<file path="src/rtl/mandelbrot_pkg.sv">
// Shared types and width-derived constants for the escape-time engine.
// Helpers take the operand width so per-instance parameters stay the single source of truth.
package mandelbrot_pkg;

  typedef enum logic [1:0] {
    S_IDLE = 2'd0,
    S_ITER = 2'd1,
    S_DONE = 2'd2
  } state_t;

  // Fraction bits of the Q2.(w-2) operand format.
  function automatic int frac_of(input int w);
    return w - 2;
  endfunction

  // |z|^2 escape threshold (4.0) expressed at the product scale.
  function automatic logic [63:0] esc_limit_of(input int w);
    return 64'd4 << (2 * (w - 2));
  endfunction

endpackage

</file>
<file path="src/rtl/mandelbrot_step_ext.sv">
// One combinational z = z^2 + c step with escape (|z|^2 > 4) and range-overflow detection.
// Stateless so it can be replicated per lane.
module mandelbrot_step_ext
  import mandelbrot_pkg::*;
#(
  parameter int WIDTH = 8
) (
  input  logic [WIDTH-1:0] i_zr,
  input  logic [WIDTH-1:0] i_zi,
  input  logic [WIDTH-1:0] i_cr,
  input  logic [WIDTH-1:0] i_ci,
  output logic [WIDTH-1:0] o_nzr,
  output logic [WIDTH-1:0] o_nzi,
  output logic             o_size,
  output logic             o_ovf
);

  localparam int FRAC = frac_of(WIDTH);
  localparam int PW   = 2 * WIDTH;
  localparam int XW   = 2 * WIDTH + 2;
  localparam logic [PW:0] ESC_LIMIT = (PW + 1)'(esc_limit_of(WIDTH));

  logic signed [PW-1:0] w_zr_x, w_zi_x;
  logic signed [PW-1:0] w_m1, w_m2, w_m3;
  logic signed [XW-1:0] w_m1_x, w_m2_x, w_m3_x, w_cr_x, w_ci_x;
  logic signed [XW-1:0] w_nzr_x, w_nzi_x;
  logic [PW:0]          w_mag;
  logic [XW-WIDTH:0]    w_hi_r, w_hi_i;

  assign w_zr_x = {{WIDTH{i_zr[WIDTH-1]}}, i_zr};
  assign w_zi_x = {{WIDTH{i_zi[WIDTH-1]}}, i_zi};

  assign w_m1 = w_zr_x * w_zr_x;
  assign w_m2 = w_zi_x * w_zi_x;
  assign w_m3 = w_zr_x * w_zi_x;

  assign w_m1_x = {{2{w_m1[PW-1]}}, w_m1};
  assign w_m2_x = {{2{w_m2[PW-1]}}, w_m2};
  assign w_m3_x = {{2{w_m3[PW-1]}}, w_m3};
  assign w_cr_x = {{(XW-WIDTH){i_cr[WIDTH-1]}}, i_cr};
  assign w_ci_x = {{(XW-WIDTH){i_ci[WIDTH-1]}}, i_ci};

  // Arithmetic shifts floor toward -inf, matching the reference model.
  assign w_nzr_x = ((w_m1_x - w_m2_x) >>> FRAC) + w_cr_x;
  assign w_nzi_x = ((w_m3_x <<< 1) >>> FRAC) + w_ci_x;

  // Squares are non-negative, so an unsigned sum one bit wider cannot wrap.
  assign w_mag  = {1'b0, w_m1} + {1'b0, w_m2};
  assign o_size = (w_mag > ESC_LIMIT);

  assign w_hi_r = w_nzr_x[XW-1:WIDTH-1];
  assign w_hi_i = w_nzi_x[XW-1:WIDTH-1];
  assign o_ovf  = !((&w_hi_r) | ~(|w_hi_r)) | !((&w_hi_i) | ~(|w_hi_i));

  assign o_nzr = w_nzr_x[WIDTH-1:0];
  assign o_nzi = w_nzi_x[WIDTH-1:0];

endmodule

</file>
<file path="src/rtl/mandelbrot_iter_engine.sv">
// Per-pixel escape-time engine: accepts a point, iterates one step per clock,
// and holds the count/escape result until the colour mapper takes it.
module mandelbrot_iter_engine
  import mandelbrot_pkg::*;
#(
  parameter int WIDTH      = 8,
  parameter int ITER_WIDTH = 8
) (
  input  logic                  clk,
  input  logic                  rst_n,
  input  logic                  clear,
  input  logic                  julia_en,
  input  logic [WIDTH-1:0]      julia_cr,
  input  logic [WIDTH-1:0]      julia_ci,
  input  logic [ITER_WIDTH-1:0] max_iter,
  input  logic                  in_valid,
  output logic                  in_ready,
  input  logic [WIDTH-1:0]      in_pr,
  input  logic [WIDTH-1:0]      in_pi,
  output logic                  out_valid,
  input  logic                  out_ready,
  output logic [ITER_WIDTH-1:0] out_count,
  output logic                  out_escaped
);

  state_t                r_state, w_next;
  logic [WIDTH-1:0]      r_zr, r_zi, r_cr, r_ci;
  logic [ITER_WIDTH-1:0] r_iter, r_max;
  logic [ITER_WIDTH-1:0] r_count;
  logic                  r_escaped;

  logic [WIDTH-1:0]      w_nzr, w_nzi;
  logic                  w_size, w_ovf, w_exit, w_last, w_accept;

  mandelbrot_step_ext #(.WIDTH(WIDTH)) u_step (
    .i_zr   (r_zr),
    .i_zi   (r_zi),
    .i_cr   (r_cr),
    .i_ci   (r_ci),
    .o_nzr  (w_nzr),
    .o_nzi  (w_nzi),
    .o_size (w_size),
    .o_ovf  (w_ovf)
  );

  assign in_ready    = (r_state == S_IDLE);
  assign out_valid   = (r_state == S_DONE);
  assign out_count   = r_count;
  assign out_escaped = r_escaped;

  assign w_accept = in_valid & in_ready;
  assign w_exit   = w_size | w_ovf;
  assign w_last   = (({1'b0, r_iter} + (ITER_WIDTH + 1)'(1)) == {1'b0, r_max});

  always_ff @(posedge clk or negedge rst_n) begin
    if (!rst_n) r_state <= S_IDLE;
    else        r_state <= w_next;
  end

  always_comb begin
    w_next = r_state;
    case (r_state)
      S_IDLE: if (w_accept) w_next = (max_iter == '0) ? S_DONE : S_ITER;
      S_ITER: if (w_exit || w_last) w_next = S_DONE;
      S_DONE: if (out_ready) w_next = S_IDLE;
      default: w_next = S_IDLE;
    endcase
    // Abort wins over every transition, including a completing handshake.
    if (clear) w_next = S_IDLE;
  end

  always_ff @(posedge clk or negedge rst_n) begin
    if (!rst_n) begin
      r_zr      <= '0;
      r_zi      <= '0;
      r_cr      <= '0;
      r_ci      <= '0;
      r_iter    <= '0;
      r_max     <= '0;
      r_count   <= '0;
      r_escaped <= 1'b0;
    end else if (!clear) begin
      case (r_state)
        S_IDLE: if (w_accept) begin
          if (julia_en) begin
            r_zr <= in_pr;
            r_zi <= in_pi;
            r_cr <= julia_cr;
            r_ci <= julia_ci;
          end else begin
            r_zr <= '0;
            r_zi <= '0;
            r_cr <= in_pr;
            r_ci <= in_pi;
          end
          r_iter <= '0;
          r_max  <= max_iter;
          if (max_iter == '0) begin
            r_count   <= '0;
            r_escaped <= 1'b0;
          end
        end
        S_ITER: begin
          if (w_exit) begin
            r_count   <= r_iter;
            r_escaped <= 1'b1;
          end else if (w_last) begin
            r_count   <= r_max;
            r_escaped <= 1'b0;
          end else begin
            r_zr   <= w_nzr;
            r_zi   <= w_nzi;
            r_iter <= r_iter + ITER_WIDTH'(1);
          end
        end
        default: ;
      endcase
    end
  end

endmodule
</file>
<file path="config.mk">
export PLATFORM = sky130hd
export DESIGN_NAME = mandelbrot_iter_engine
export DESIGN_NICKNAME = d
export VERILOG_FILES = /design/src/rtl/mandelbrot_pkg.sv /design/src/rtl/mandelbrot_step_ext.sv /design/src/rtl/mandelbrot_iter_engine.sv
export SDC_FILE = /design/constraint.sdc
export NUM_CORES = 1
export LEC_CHECK = 0
export CAP_MARGIN = 20
export CORE_ASPECT_RATIO = 1.4
export CORE_MARGIN = 2
export CORE_UTILIZATION = 50
export DETAILED_ROUTE_END_ITERATION = 10
export PLACE_DENSITY = 0.71
export RECOVER_POWER = 100
export SLEW_MARGIN = 30
export SYNTH_ARGS = -nofsm -noshare
export SYNTH_HDL_FRONTEND = slang
export SYNTH_SLANG_ARGS = --single-unit
</file>
<file path="constraint.sdc">
create_clock -name clk -period 7.5 [get_ports clk]
set_input_delay 1.125 -clock clk [delete_from_list [all_inputs] [get_ports clk]]
set_output_delay 1.125 -clock clk [all_outputs]
set_load 0.005 [all_outputs]
</file>
Yosys cells after proc, flatten, opt, wreduce, memory -nomap -nowiden
Index checks and enable logic that the tools add are counted.
{ "word_totals": {"output_inout_bits": 11, "register_bits": 59} }
{ "classes": {"n_bitwise": 8, "add_sub_neg": 6, "mul": 3, "order_cmp": 1, "eq_ne": 11, "mux": 32, "reduce_logical": 14} }
{ "ops": {"columns": ["op", "count"], "rows": [
  ["two-way mux 8 bit", 17],
  ["case mux 8 bit (2 select lines)", 4],
  ["multiplier 8 x 8 -> 16 bit", 3],
  ["adder 11 x 8 -> 12 bit", 2],
  ["AND reduction 11 bit", 2],
  ["OR reduction 11 bit", 2],
  ["adder 16 x 16 -> 17 bit", 1],
  ["> comparator 17 x 15 -> 1 bit (second input constant)", 1],
  ["subtractor 16 x 16 -> 17 bit", 1],
  ["two-way mux 2 bit", 5],
  ["AND reduction 5 bit", 2],
  ["adder 8 x 1 -> 9 bit (second input constant)", 1],
  ["equality test 9 x 8 -> 1 bit", 1],
  ["adder 8 x 1 -> 8 bit (second input constant)", 1],
  ["logical NOT 8 bit", 1],
  ["!= test 3 x 2 -> 1 bit (second input constant)", 2],
  ["!= test 3 bit (second input constant)", 2],
  ["case mux 2 bit (3 select lines)", 1],
  ["AND reduction 3 bit", 2],
  ["two-way mux 1 bit", 4],
  ["!= test 2 x 1 -> 1 bit (second input constant)", 2],
  ["!= test 2 bit (second input constant)", 2],
  ["bitwise OR 1 bit", 4],
  ["NOT 1 bit", 3],
  ["other kinds (8)", 9]
]} }

Longest topological paths before layout
{ "logic_depth": {"depth_word": 13, "mapped_depth": 40} }

Cells and area by module
From an unflattened synthesis, not the netlist that was laid out.
{ "hier_totals": {"cells_unflattened": 1343, "hier_area_um2": 11772.5} }
{ "modules_own_cells": {"columns": ["mod", "area_per_inst_um2", "cells_per_inst", "instances"], "rows": [
  ["mandelbrot_step_ext", 8607.0, 1039, 1],
  ["mandelbrot_iter_engine", 3165.5, 304, 1]
]} }

Worst setup path after synthesis
No wires, ideal clock.
{ "synth_timing": {"kind": "register -> register", "startpoint": "reg r_zi[1]", "endpoint": "reg r_zi[2]", "path_slack_ns": -0.708, "synth_period_minus_slack_ns": 8.208, "setup_ns": 0.128, "t_arrival_ns": 8.080, "stages_incl_launch_ff": 37, "t_required_ns": 7.372, "path_cell_list": "dfrtp_1 -> clkbuf_1 -> clkbuf_1 -> and2_1 -> ha_1 -> a21oi_1 -> fa_1 -> inv_1 -> ha_1 -> fa_1 -> ha_1 -> a21o_1 -> a21oi_1 -> o21bai_1 -> a21oi_1 -> nor2b_1 -> o21a_1 -> o21ai_0 -> a21oi_1 -> o41a_1 -> xor2_1 -> ha_1 -> buf_1 -> or4b_2 -> o311ai_0 -> a311oi_1 -> ha_1 -> nor2b_1 -> nor2_1 -> o2111ai_1 -> o21ai_0 -> and4_1 -> mux2i_1 -> or4b_1 -> buf_2 -> a21oi_4 -> mux2_1"} }
{ "synth_between": {"elab_chain_len": 11, "elab_cells_between_ends": 24, "classes_between": "add/sub (4); mul (2); order compare (1); eq/ne (1); mux (3); bitwise (6); reduce/logical (7)"} }
{ "synth_rtl": {"columns": ["element", "line", "text"], "rows": [
  ["start: declaration", "mandelbrot_iter_engine.sv:27", "logic [WIDTH-1:0] r_zr, r_zi, r_cr, r_ci;"],
  ["start signal: assignment", "mandelbrot_iter_engine.sv:87", "r_zi <= in_pi;"],
  ["start signal: assignment", "mandelbrot_iter_engine.sv:112", "r_zi <= w_nzi;"],
  ["multiplier 8 x 8 -> 16 bit", "mandelbrot_step_ext.sv:34", "assign w_m2 = w_zi_x * w_zi_x;"],
  ["subtractor 16 x 16 -> 17 bit", "mandelbrot_step_ext.sv:44", "assign w_nzr_x = ((w_m1_x - w_m2_x) >>> FRAC) + w_cr_x;"],
  ["adder 11 x 8 -> 12 bit", "mandelbrot_step_ext.sv:44", null],
  ["OR reduction 11 bit", "mandelbrot_step_ext.sv:53", "assign o_ovf = !((&w_hi_r) | ~(|w_hi_r)) | !((&w_hi_i) | ~(|w_hi_i));"],
  ["NOT 1 bit", "mandelbrot_step_ext.sv:53", null],
  ["bitwise OR 1 bit", "mandelbrot_step_ext.sv:53", null],
  ["logical NOT 1 bit", "mandelbrot_step_ext.sv:53", null],
  ["bitwise OR 1 bit", "mandelbrot_step_ext.sv:53", null],
  ["bitwise OR 1 bit", "mandelbrot_iter_engine.sv:52", "assign w_exit = w_size | w_ovf;"],
  ["!= test 2 bit (no line)", null, null],
  ["AND reduction 5 bit (no line)", null, null]
]} }
Several ways; a longest one is shown, not always the timed one. The select of a mux whose other input is x is not followed.
A chain may end at the register's enable or synchronous reset.

Final worst setup path
{ "layout_timing": {"startpoint": "reg r_zr[6]", "endpoint": "reg r_zi[2]"} }
{ "layout_between": {"elab_chain_len": 11, "elab_cells_between_ends": 24, "classes_between": "add/sub (4); mul (2); order compare (1); eq/ne (1); mux (3); bitwise (6); reduce/logical (7)"} }
{ "layout_rtl": {"columns": ["element", "line", "text"], "rows": [
  ["start: declaration", "mandelbrot_iter_engine.sv:27", null],
  ["start signal: assignment", "mandelbrot_iter_engine.sv:86", "r_zr <= in_pr;"],
  ["start signal: assignment", "mandelbrot_iter_engine.sv:111", "r_zr <= w_nzr;"],
  ["multiplier 8 x 8 -> 16 bit", "mandelbrot_step_ext.sv:33", "assign w_m1 = w_zr_x * w_zr_x;"],
  ["subtractor 16 x 16 -> 17 bit", "mandelbrot_step_ext.sv:44", null],
  ["adder 11 x 8 -> 12 bit", "mandelbrot_step_ext.sv:44", null],
  ["OR reduction 11 bit", "mandelbrot_step_ext.sv:53", null],
  ["NOT 1 bit", "mandelbrot_step_ext.sv:53", null],
  ["bitwise OR 1 bit", "mandelbrot_step_ext.sv:53", null],
  ["logical NOT 1 bit", "mandelbrot_step_ext.sv:53", null],
  ["bitwise OR 1 bit", "mandelbrot_step_ext.sv:53", null],
  ["bitwise OR 1 bit", "mandelbrot_iter_engine.sv:52", null],
  ["!= test 2 bit (no line)", null, null],
  ["AND reduction 5 bit (no line)", null, null]
]} }
Several ways; a longest one is shown, not always the timed one. The select of a mux whose other input is x is not followed.

==> results.yml <==
outcome:
  status: "finished, violations left"
  violations: "capacitance limit, slew limit, setup timing"
drt:
  vias: 9873
  wl_mm: 30.25
  wl_per_cell_um: 16.48
  via_per_inst: 5.380
  dr.pass1.iters: 5
  drtAntennaViolNets: 0
  drc_errors: 0
  drtIter0Drc: 480
sta:
  clock_skew_ns: 0.008938
  worst-slew-pin-transition_ns: 3.180
  hold_violations: 0
  rsz0062_at_grt: "yes"
  final_max_slew_viol_count: 101
  fin_crit_sh_pct: 102.7
  fmax_ghz: 0.1298
  post-route-min-period_ns: 7.703
  relSlewSlack_pct: -112.0
  fin_ws_ns: -0.2031
  setup_viol: 34
  fin_tns_setup_ns: -4.711
setup_path:
  cp-start-kind: "register"
  crit_type: "register to register"
  crit_path_top_delay_cell: "fa_1"
  slowest_delay_ns: 0.56
  r2r_slack_ns: -0.20
  cp-startpoint: "r_zr[6]"
  critPathCaptureType: "register"
  r2r_end: "r_zi[2]"
  arrival_ns: 7.92
  rr_worst_depth: 34
  required_ns: 7.71
  crit-reg2reg-launch: "r_zr[6]"
  crit_fanout: 7
grt:
  grtUsageTotal_pct: 25.46
  grt_pass1_vias: 10840
  use_met3_pct: 2.326
  grt_use_met1_pct: 27.65
  antenna_found_initial: 0
  grt_pass1_wl_mm: 50.68
  grt-ovfl-total: 0
  use_met2_pct: 49.15
  busiest_layer: "met2"
  grt_start_max_net_pins: 60
logic_synthesis:
  synth_top_area_share_pct: 25.06
  syn_area_per_cell_um2: 8.917
  synthCells: 1317
  ys.flop_type: "dfrtp_1"
  ys_warn_count: 0
  synth_edf_count: 0
  netlist_top_cells_area: "fa_1 25%, ha_1 14%, dfrtp_1 13%"
  synth_cell_types: 73
  yosys.area.top_type: "fa_1"
  postSynth.asyncResetShare_pct: 100.0
  syn-cell-area_um2: 11740
  ys_seq_area_share_pct: 12.57
  synth-seq-cells: 59
  syn_nets: 1638
worst_hold_path:
  min_path_type: "register to register"
  min_path_cells: 1
  min_to: "out_count[5]"
  min_from: "out_count[5]"
clock_tree:
  clock_latency_ns: 0.34
  clk_pin_slew_ns: 0.06
  root_buffer: "clkbuf_16"
  cts-buffers-inserted: 9
  clockBufferDepth: 2
  holdBufCountCts: 0
  cts_tree: "done"
  htree_levels: 3
  cts.sinks: 59
flow_run:
  cap_viol_max_count: 2
die:
  rows: 66
  chipWidth_um: 133.5
  initial_core_util_pct: 50.79
  dieArea_um2: 24750
  die_h_um: 185.3
  coreArea_um2: 23120
  pin_count: 57
cells_and_area:
  diodes: 0
  syn_to_final_growth_pct: 27.01
  nNetsFinal: 1845
  drive_above_1_share_pct: 22.83
  fillers: 1872
place:
  gp_congestion: 0.8733
  portBuffers: 56
  dp_hpwl_mm: 24.43
==> cell usage after synthesis (all sizes together), types with 7 or more instances <==
cell     instances
o41ai            8
o21a             8
nor4            10
xor2            25
fa             147
and3            12
nand3           14
nor2            95
o21ai           31
nor3            14
mux2            13
a31oi            7
clkbuf          49
inv            224
a211oi          12
o21bai          12
nor2b           19
o2bb2ai          9
buf              8
a21oi           67
a2bb2oi         13
dfrtp           59
nand2b          15
mux2i           29
ha             128
a21o            17
and2            63
xnor2           81
nand2           62
==> worst max-delay path by stage <==
stage	to	slack (ns)	cells after the start
after floorplan	r_zr[2]	-0.23	36
after global placement	r_iter[2]	-0.26	30
after detailed placement	r_iter[2]	-0.45	33
after CTS	r_zr[2]	-0.08	36
after global routing	r_iter[6]	-0.50	34
final	r_zi[2]	-0.20	34
==> cell usage in the layout (no fill, tap or decap), types with 9 or more instances in the layout <==
| cell type | instances |
|---|---|
| nand2b_1 | 15 |
| o21bai_1 | 12 |
| ha_1 | 108 |
| a211oi_1 | 12 |
| o21ai_0 | 21 |
| inv_1 | 214 |
| xnor2_1 | 74 |
| mux2_2 | 11 |
| dlygate4sd3_1 | 12 |
| and2_1 | 54 |
| mux2i_1 | 28 |
| inv_2 | 9 |
| and3_1 | 12 |
| nor3_1 | 11 |
| and2_4 | 9 |
| a21oi_2 | 15 |
| nand3_1 | 14 |
| clkbuf_16 | 9 |
| a2bb2oi_2 | 10 |
| clkdlybuf4s50_1 | 43 |
| nor2_1 | 90 |
| ha_4 | 19 |
| dfrtp_1 | 53 |
| a21o_1 | 17 |
| nor2b_1 | 16 |
| buf_6 | 14 |
| fa_1 | 144 |
| a21oi_1 | 51 |
| buf_4 | 177 |
| nand2_1 | 59 |
| xor2_1 | 23 |
==> flip-flops by register name (all words and copies together) (netlist names) <==
name,cells
r_zr,8
r_zi,8
r_ci,8
out_escaped,1
r_cr,8
r_iter,8
r_state,2
out_count,8
r_max,8
==> worst max-delay path: cells and delay by family (launching register included) <==
family	cells	cell delay (ns)
AOI/OAI and AO/OA	11	2.03
xor gates and xnor gates	1	0.23
adders and majority gates	7	2.58
buffers and inverters	5	0.54
DFF	1	0.46
muxes	2	0.38
and+or+nand+nor	8	1.33
==> cells by family after synthesis <==
| family | synth area share [%] |
|---|---|
| AO/OA/AOI/OAI | 13.72 |
| adder cells (fa/ha/maj) | 38.70 |
| AND/OR/NAND/NOR | 14.27 |
| flip-flops | 12.57 |
| XOR/XNOR | 7.905 |
| multiplexers | 3.718 |
| buffers and inverters | 9.120 |
==> metal layers <==
metal  vias up  share of wire (%)  routed length (µm)
li1       4722                  -                   -
met1      4800                 38               11530
met3        93                3.1                 931
met2       258                 54               16330
met5         -                  0                   0
met4         0                4.8                1454
==> through the flow <==
stage	instance area (µm²)	utilization, %	instances	worst slack [ns]	hold slack [ns]
floorplan	11950	-	1317	-0.2345	0.4704
global placement	13870	59.98	1791	-0.2551	0.4761
detailed placement	13870	59.98	1791	-0.4500	0.4754
CTS	14760	63.85	1827	-0.07690	0.4989
global route	14920	64.51	1835	-0.4993	0.5019
finish	14920	64.51	1835	-0.2031	0.4896
==> cell type report <==
cell class / instances / area, µm² / area share [%]
Clock buffer: 9 / 225.2 / 1.510
Clock inverter: 7 / 82.58 / 0.5536
Inverter: 225 / 847.1 / 5.679
Multi-Input combinational cell: 976 / 9777 / 65.55
Sequential cell: 59 / 1484 / 9.949
Tap cell: 306 / 382.9 / 2.567
Timing Repair Buffer: 253 / 2117 / 14.19
==> repair_timing <==
action,in CTS,in global routing
gates cloned,1,0
setup buffers,19,8
gates resized for setup,87,20
pin swaps,61,17
endpoints found under the setup margin,34,35
Power is not shown: default switching activity piles up to over one toggle a cycle in this logic, so the estimate is an artifact.
